$ cat config.mk
export PLATFORM = sky130hd
export DESIGN_NAME = baud_rate_gen_frac
export DESIGN_NICKNAME = d
export VERILOG_FILES = /design/src/rtl/baud_rate_gen_frac.sv
export SDC_FILE = /design/constraint.sdc
export NUM_CORES = 1
export LEC_CHECK = 0
export CORE_MARGIN = 2
export CORE_UTILIZATION = 49
export DETAILED_ROUTE_END_ITERATION = 10
export DONT_BUFFER_PORTS = 1
export PLACE_DENSITY_LB_ADDON = 0.08
export SYNTH_ARGS = -nofsm -noshare
export SYNTH_HDL_FRONTEND = slang
export SYNTH_SLANG_ARGS = --single-unit
$ cat constraint.sdc
create_clock -name clock -period 4.4 [get_ports clock]
set_input_delay 0.22 -clock clock [delete_from_list [all_inputs] [get_ports clock]]
set_output_delay 0.22 -clock clock [all_outputs]
set_load 0.02 [all_outputs]
$ cat src/rtl/baud_rate_gen_frac.sv
// UART baud tick generator with runtime-loadable integer/fractional divisor.
// Emits an oversample tick and a bit tick every OVERSAMPLE oversample ticks.
module baud_rate_gen_frac #(
    parameter int DIV_BITS     = 16,
    parameter int FRAC_BITS    = 4,
    parameter int OVERSAMPLE   = 16,
    parameter int OS_BITS      = 4,
    parameter int DEF_DIV_INT  = 13,
    parameter int DEF_DIV_FRAC = 9
) (
    input  logic                 clock,
    input  logic                 reset,
    input  logic                 enable,
    input  logic [DIV_BITS-1:0]  div_int,
    input  logic [FRAC_BITS-1:0] div_frac,
    input  logic                 div_load,
    input  logic                 sync_clr,
    output logic                 tick,
    output logic                 bit_tick,
    output logic                 cfg_err
);

    logic [DIV_BITS-1:0]  cnt_q, cnt_d;
    logic [FRAC_BITS-1:0] acc_q, acc_d;
    logic                 extra_q, extra_d;
    logic [OS_BITS-1:0]   os_q, os_d;
    logic [DIV_BITS-1:0]  act_int_q, act_int_d;
    logic [FRAC_BITS-1:0] act_frac_q, act_frac_d;
    logic [DIV_BITS-1:0]  sh_int_q, sh_int_d;
    logic [FRAC_BITS-1:0] sh_frac_q, sh_frac_d;
    logic                 pend_q, pend_d;
    logic                 tick_q, tick_d;
    logic                 bit_q, bit_d;
    logic                 err_q, err_d;

    logic [DIV_BITS:0]    period;
    logic [FRAC_BITS:0]   acc_sum;
    logic                 term;
    logic                 load_bad;
    logic                 load_ok;

    // extra stretches one period by a clock whenever the accumulator carries
    assign period   = {1'b0, act_int_q} + {{DIV_BITS{1'b0}}, extra_q};
    assign term     = ({1'b0, cnt_q} == (period - (DIV_BITS+1)'(1)));
    assign acc_sum  = {1'b0, acc_q} + {1'b0, act_frac_q};
    assign load_bad = div_load & (div_int == '0);
    assign load_ok  = div_load & ~load_bad;

    always_comb begin
        cnt_d      = cnt_q;
        acc_d      = acc_q;
        extra_d    = extra_q;
        os_d       = os_q;
        act_int_d  = act_int_q;
        act_frac_d = act_frac_q;
        sh_int_d   = sh_int_q;
        sh_frac_d  = sh_frac_q;
        pend_d     = pend_q;
        tick_d     = 1'b0;
        bit_d      = 1'b0;
        err_d      = load_bad;

        if (sync_clr) begin
            cnt_d   = '0;
            acc_d   = '0;
            extra_d = 1'b0;
            os_d    = '0;
            if (pend_q) begin
                act_int_d  = sh_int_q;
                act_frac_d = sh_frac_q;
                pend_d     = 1'b0;
            end
        end else if (enable) begin
            if (term) begin
                cnt_d  = '0;
                tick_d = 1'b1;
                if (os_q == OS_BITS'(OVERSAMPLE-1)) begin
                    os_d  = '0;
                    bit_d = 1'b1;
                end else begin
                    os_d = os_q + OS_BITS'(1);
                end
                if (pend_q) begin
                    act_int_d  = sh_int_q;
                    act_frac_d = sh_frac_q;
                    acc_d      = '0;
                    extra_d    = 1'b0;
                    pend_d     = 1'b0;
                end else begin
                    acc_d   = acc_sum[FRAC_BITS-1:0];
                    extra_d = acc_sum[FRAC_BITS];
                end
            end else begin
                cnt_d = cnt_q + DIV_BITS'(1);
            end
        end

        // capture runs after terminal handling so a load on a terminal waits a period
        if (load_ok) begin
            sh_int_d  = div_int;
            sh_frac_d = div_frac;
            if (enable) begin
                pend_d = 1'b1;
            end else begin
                act_int_d  = div_int;
                act_frac_d = div_frac;
                cnt_d      = '0;
                acc_d      = '0;
                extra_d    = 1'b0;
                pend_d     = 1'b0;
            end
        end
    end

    always_ff @(posedge clock or negedge reset) begin
        if (!reset) begin
            cnt_q      <= '0;
            acc_q      <= '0;
            extra_q    <= 1'b0;
            os_q       <= '0;
            act_int_q  <= DIV_BITS'(DEF_DIV_INT);
            act_frac_q <= FRAC_BITS'(DEF_DIV_FRAC);
            sh_int_q   <= DIV_BITS'(DEF_DIV_INT);
            sh_frac_q  <= FRAC_BITS'(DEF_DIV_FRAC);
            pend_q     <= 1'b0;
            tick_q     <= 1'b0;
            bit_q      <= 1'b0;
            err_q      <= 1'b0;
        end else begin
            cnt_q      <= cnt_d;
            acc_q      <= acc_d;
            extra_q    <= extra_d;
            os_q       <= os_d;
            act_int_q  <= act_int_d;
            act_frac_q <= act_frac_d;
            sh_int_q   <= sh_int_d;
            sh_frac_q  <= sh_frac_d;
            pend_q     <= pend_d;
            tick_q     <= tick_d;
            bit_q      <= bit_d;
            err_q      <= err_d;
        end
    end

    assign tick     = tick_q;
    assign bit_tick = bit_q;
    assign cfg_err  = err_q;

endmodule

## Word level (Yosys, flattened, before mapping)

Index checks and enable logic that the tools add are counted.

| operators by class | value |
|---|---|
| mux-type cells | 45 |
| equality and inequality tests | 2 |
| reduce and logical (&&, ||, !) cells | 7 |
| add/sub/neg operators | 5 |
| bitwise operators | 3 |

Operators by type and width:

| cell | count |
|---|---|
| $mux 16 | 11 |
| $mux 4 | 16 |
| $mux 1 | 18 |
| $add 16x1->17 | 1 |
| $eq 16x17->1 | 1 |
| $sub 17x1->17 const B | 1 |
| $add 16x1->16 const B | 1 |
| $logic_not 16->1 | 1 |
| $reduce_bool 3->1 | 2 |
| $add 4x4->5 | 1 |
| $add 4x1->4 const B | 1 |
| $eq 4x4->1 const B | 1 |
| $reduce_and 2->1 | 2 |
| $reduce_bool 2->1 | 2 |
| $and 1x1->1 | 2 |
| $not 1->1 | 1 |

| storage, ports and cells | value |
|---|---|
| logic and storage cells | 74 |
| register bits | 69 |
| output and inout port bits | 3 |
| input port bits | 25 |

## Logic depth before layout (Yosys ltp)

| depth | value |
|---|---|
| depth in word-level cells | 8 |
| gate-level depth with buffers | 13 |
| gate-level depth less buffers | 10 |

## Worst setup path after synthesis

OpenSTA, ideal clock, no wires.

| timing | value |
|---|---|
| kind | reg-to-reg |
| from | register extra_q |
| to | register acc_q[2] |
| clock period less this slack | 3.278 ns |
| library setup time | 0.081 ns |
| buffers on the path | 1 |
| slack | 1.122 ns |
| stages on the path, launching flop included | 12 |
| data required time | 4.319 ns |
| data arrival time | 3.197 ns |
| cell sequence | dfrtp_1 inv_1 ha_1 ha_1 or4b_4 nor3_1 mux2_2 a31o_2 a2111o_1 buf_2 or4_1 a21oi_1 |

| between the ends | value |
|---|---|
| cells in the longest elaborated chain, start to end | 8 |

RTL lines:

| item | RTL line | RTL |
|---|---|---|
| from (decl) | 25 | `logic extra_q, extra_d;` |
| from (signal assigned) | 132 | `extra_q <= extra_d;` |
| $add 16x1->17 (*) | 43 | `assign period = {1'b0, act_int_q} + {{DIV_BITS{1'b0}}, extra_q};` |
| $sub 17x1->17 (*) | 44 | `assign term = ({1'b0, cnt_q} == (period - (DIV_BITS+1)'(1)));` |
| $eq 16x17->1 (*) | 44 |  |
| $mux 4 (*) | 74 | `if (term) begin` |
| $mux 4 (*) | 73 | `end else if (enable) begin` |
| $mux 4 (*) | 63 | `if (sync_clr) begin` |
| $mux 4 | 102 | `if (enable) begin` |
| $mux 4 (*) | 99 | `if (load_ok) begin` |
| via acc_d[2] | 24 | `logic [FRAC_BITS-1:0] acc_q, acc_d;` |
| to (signal assigned) | 118 | `acc_q <= '0;` |
| to (signal assigned) | 131 | `acc_q <= acc_d;` |
| to (decl) | 24 |  |

The timed path passes the listed nets; every way through them passes the cells marked *.
A chain may end at the register's enable or synchronous reset.

## Final worst setup path

| timing | value |
|---|---|
| from | register extra_q |
| to | register act_int_q[8] |

| between the ends | value |
|---|---|
| cells in the longest elaborated chain, start to end | 8 |

RTL lines:

| item | RTL line | RTL |
|---|---|---|
| $add 16x1->17 (*) | 43 |  |
| $sub 17x1->17 (*) | 44 |  |
| $eq 16x17->1 (*) | 44 |  |
| $mux 16 (*) | 74 |  |
| $mux 16 (*) | 73 |  |
| $mux 16 (*) | 63 |  |
| $mux 16 | 102 |  |
| $mux 16 (*) | 99 |  |
| via act_int_d[8] | 27 | `logic [DIV_BITS-1:0] act_int_q, act_int_d;` |
| to (signal assigned) | 121 | `act_int_q <= DIV_BITS'(DEF_DIV_INT);` |
| to (signal assigned) | 134 | `act_int_q <= act_int_d;` |
| to (decl) | 27 |  |

Marks and branches as above.

==> results.rst <==
.. list-table::
   :header-rows: 1

   * - Metric
     - Value
   * - Outcome
     - finished clean
   * - Path type of the worst setup path
     - flop to flop
   * - Required time reported for the critical path endpoint
     - 4.68 ns
   * - Count of TritonRoute iterations in the first routing pass
     - 4
   * - Vertical die dimension
     - 94.8 µm
   * - Combinational family with the most area after synthesis
     - compound AO/OA/AOI/OAI gates
   * - Half-perimeter wire length after detailed placement
     - 6.27 mm
   * - Violation count after the first detailed-routing iteration
     - approximately 150
   * - Syn. warnings
     - 0
   * - Top-level I/O count
     - 28
   * - Antenna violation net count after detailed routing
     - 0
   * - Proportion of synthesized chip area in sequential cells
     - 0.430
   * - Total setup violations reported at the end of the flow
     - 0
   * - TritonCTS clock tree
     - yes
   * - Syn-to-layout area delta
     - 7.93%
   * - Total of max-cap violations
     - 0
   * - Startpoint types
     - flop
   * - Critical path capture point type
     - flop
   * - Post-CTS resize count
     - 0
   * - Fraction of the mapped netlist area in simple logic gates
     - 0.176
   * - Async set-or-reset flop fraction in the synthesized netlist
     - 1.00
   * - Hold Path End
     - sh_int_q[5]
   * - Total number of H-tree levels
     - 3
   * - Crit share post-route
     - 0.842
   * - Mean instance size in the synthesized netlist
     - 10.0 µm²
   * - Count of filler cells inserted in the layout
     - 756
   * - Critical R2R Launch
     - extra_q
   * - Cell accounting for the most synthesized area
     - sky130_fd_sc_hd__dfrtp_1
   * - Type of the most critical hold path
     - input port to flop
   * - Mux share of post-synthesis cell area
     - 0.0635
   * - Setup repair after global routing missed its margin
     - false
   * - Setup bufs post-CTS
     - 0
   * - Count of input and output buffers
     - 0
   * - Number of buffers on the longest clock path
     - 2
   * - Dpl cells
     - 487
   * - FMAX
     - 270 MHz
   * - Hold Vio Cnt, Final
     - 0
   * - Total routing resource utilization after global routing
     - 0.219
   * - Overflow after GRT
     - 0
   * - Antenna fix cells
     - 0
   * - Post-Route Skew
     - approximately 0.008 ns
   * - Worst vdd rail ir drop
     - 0.190 mV
   * - Min-Delay Startpoint
     - div_int[5]
   * - Wire length of the first global-routing pass
     - 15.0 mm
   * - Reg-to-reg endpoint
     - act_int_q[8]
   * - Final period demand of the worst path
     - between 3 and 4 ns
   * - Post-synthesis adder-cell area fraction
     - 0.0297
   * - Pins over their slew limit
     - 0
   * - Dominant synthesized flop cell
     - sky130_fd_sc_hd__dfrtp_1
   * - Area of the mapped netlist
     - 4040 µm²
   * - Layout Nets
     - roughly 430
   * - Critical path arrival
     - 3.98 ns
   * - Final GP Congestion
     - 0.843
   * - Post-Synthesis Cells
     - around 400
   * - Pin slew with the least headroom to its limit
     - 0.976 ns
   * - Placeable core area
     - 8090 µm²
   * - Most frequent cells in the layout
     - 59 x sky130_fd_sc_hd__dfrtp_1, 33 x sky130_fd_sc_hd__nand2_1, 30 x sky130_fd_sc_hd__o21ai_0, 29 x sky130_fd_sc_hd__nor2_1, 21 x sky130_fd_sc_hd__mux2_2
   * - Slew headroom
     - 0.349
   * - Number of buffers created by CTS
     - 9
   * - Via count of the first global-routing pass
     - 2,942
   * - Clock-pin slew reported for the worst setup and hold paths after clock tree synthesis
     - 0.07 ns
   * - Final Instance Count excl. Fillers
     - 508
   * - Count of distinct cell types in the synthesized netlist
     - 56
   * - Number of storage elements in the synthesis netlist
     - 69
   * - Via Count
     - 3,142
   * - Routed wirelength normalized by instance count
     - 18.3 µm
   * - Instance count along the most critical hold path
     - 1
   * - Setup Total Neg Slack
     - 0 ns
   * - Share of final-layout standard cells stronger than drive strength 1
     - 0.216
   * - Sinks on the clock net
     - 69
   * - Synth area leaders
     - sky130_fd_sc_hd__dfrtp_1 37%, sky130_fd_sc_hd__dfstp_2 6.5%, sky130_fd_sc_hd__mux2_2 5.9%
   * - Row Count
     - 33
   * - Pwr per Cell Area
     - between 300 and 400 nW/µm²
   * - EDFF count, synth
     - 0
   * - Number of antenna violations at the first check in global routing
     - 0
   * - Worst-skew pair later-pin latency
     - about 0.34 ns
   * - Width of the die
     - 94.8 µm
   * - Area fraction in compound gates after synthesis
     - 0.191
   * - Post-synth net total
     - 438
   * - Total wirelength of the detailed-routed design
     - 9.31 mm
   * - Maximum fanout along the worst path
     - 22
   * - Cell leakage power
     - 1.73 nW
   * - Cells on worst reg2reg path
     - 11
   * - Via-to-Cell Ratio
     - 6.19
   * - Reg-to-reg setup timing slack
     - around 0.7 ns
   * - Most frequent standard cell in the layout excluding fill and tap cells
     - sky130_fd_sc_hd__dfrtp_1
   * - Initial Util
     - 0.499
   * - Xor and xnor fraction of the mapped netlist area
     - 0.0693
   * - Number of remaining DRC errors
     - 0
   * - Post-CTS Hold Buffers
     - 4
   * - Full die area
     - 8990 µm²
   * - Area fraction of the dominant cell type after synthesis
     - 0.365
   * - Pin count of the biggest net entering global routing
     - 70
   * - CTS Root Cell
     - sky130_fd_sc_hd__clkbuf_8
where the power goes:
group	internal [mW]	switching, mW
logic	0.147	0.142
clock network	0.320	0.250
registers	0.694	0.0863
total	1.16	0.479
metal layers:
layer / global-route usage / up-vias / wire (µm)
li1: - / 1500 / -
met1: 0.309 / 1547 / 4380
met2: 0.330 / 82 / 4340
met3: 0.0543 / 13 / 469
met4: 0.0700 / 0 / 110
met5: 0 / - / 0
worst max-delay path by stage:
stage,end,start,slack [ns],cells after the start
finish,act_int_q[8],extra_q,0.70,11
global route,act_int_q[14],extra_q,0.42,11
CTS,act_frac_q[1],extra_q,0.68,11
detailed placement,act_int_q[10],extra_q,0.69,11
global placement,act_int_q[11],extra_q,0.84,11
floorplan,acc_q[2],extra_q,1.12,11
cell usage after synthesis, types with 2 or more instances:
| library cell | instances |
|---|---|
| sky130_fd_sc_hd__dfrtp_1 | 59 |
| sky130_fd_sc_hd__nor3b_1 | 3 |
| sky130_fd_sc_hd__nand4_1 | 7 |
| sky130_fd_sc_hd__clkbuf_1 | 15 |
| sky130_fd_sc_hd__buf_2 | 5 |
| sky130_fd_sc_hd__buf_1 | 2 |
| sky130_fd_sc_hd__xor2_1 | 19 |
| sky130_fd_sc_hd__buf_4 | 3 |
| sky130_fd_sc_hd__or2_2 | 3 |
| sky130_fd_sc_hd__mux2i_1 | 2 |
| sky130_fd_sc_hd__nor2_1 | 30 |
| sky130_fd_sc_hd__and3_1 | 4 |
| sky130_fd_sc_hd__or4_1 | 4 |
| sky130_fd_sc_hd__o22ai_1 | 20 |
| sky130_fd_sc_hd__ha_1 | 8 |
| sky130_fd_sc_hd__or4b_4 | 2 |
| sky130_fd_sc_hd__nand3_1 | 14 |
| sky130_fd_sc_hd__nor3_1 | 7 |
| sky130_fd_sc_hd__nor4_1 | 8 |
| sky130_fd_sc_hd__mux2_2 | 21 |
| sky130_fd_sc_hd__o21ai_0 | 30 |
| sky130_fd_sc_hd__a31o_2 | 2 |
| sky130_fd_sc_hd__nand3b_1 | 3 |
| sky130_fd_sc_hd__dfstp_2 | 10 |
| sky130_fd_sc_hd__o31ai_1 | 2 |
| sky130_fd_sc_hd__o221a_2 | 20 |
| sky130_fd_sc_hd__xnor2_1 | 13 |
| sky130_fd_sc_hd__inv_1 | 7 |
| sky130_fd_sc_hd__nand4b_1 | 3 |
| sky130_fd_sc_hd__nor2b_1 | 3 |
| sky130_fd_sc_hd__nand2_1 | 33 |
| sky130_fd_sc_hd__buf_6 | 2 |
| sky130_fd_sc_hd__a21oi_1 | 13 |
| sky130_fd_sc_hd__o22a_1 | 2 |
| sky130_fd_sc_hd__or3_1 | 2 |
| sky130_fd_sc_hd__a21o_1 | 3 |
state kept, by name (all words and copies together) (netlist names), 4 cells and up:
signal and flops:
acc_q 4, cnt_q 16, os_q 4, sh_int_q 16
act_int_q 16, sh_frac_q 4, act_frac_q 4
cells by family (layout without fill, tap and decap cells):
group,after synthesis,in the layout
buf+inv,34,33
compound gates,104,104
fa+ha+maj,9,9
mux,23,23
xor+xnor,32,32
simple gates,133,133
flops,69,69
per-stage QoR:
step                      power (mW)  setup slack (ns)   util  instance area [µm²]  hold slack (ns)
final                           1.64             0.697  0.539                 4360           0.0209
after global routing            1.72             0.416  0.539                 4360          0.00426
after CTS                       1.65             0.678  0.538                 4350          0.00458
after detailed placement        1.06             0.692  0.504                 4080          -0.0732
after global placement          1.05             0.839  0.504                 4080          -0.0733
after floorplan                 1.00              1.12      -                 4040          -0.0756
layout make-up:
class                      instances  area (µm²)  share of cell area
clock inverter                     6        87.6              0.0201
timing repair buffer              10         105              0.0241
inverter                           7        26.3             0.00602
tap                              105         131              0.0301
sequential                        69        1740               0.399
clock buffer                      10         128              0.0293
multi-input combinational        301        2140               0.492
worst max-delay path, stage by stage, from the launching register on:
cell	delay (ns)
sky130_fd_sc_hd__dfrtp_1	0.38
sky130_fd_sc_hd__inv_1	0.07
sky130_fd_sc_hd__ha_1	0.17
sky130_fd_sc_hd__ha_1	0.20
sky130_fd_sc_hd__or4b_4	0.50
sky130_fd_sc_hd__nor3_1	0.41
sky130_fd_sc_hd__mux2_2	0.39
sky130_fd_sc_hd__a31o_2	0.23
sky130_fd_sc_hd__a2111oi_4	0.57
sky130_fd_sc_hd__a21o_1	0.22
sky130_fd_sc_hd__buf_4	0.28
sky130_fd_sc_hd__o221a_2	0.22
No activity file was read; power rests on OpenSTA's default activity.
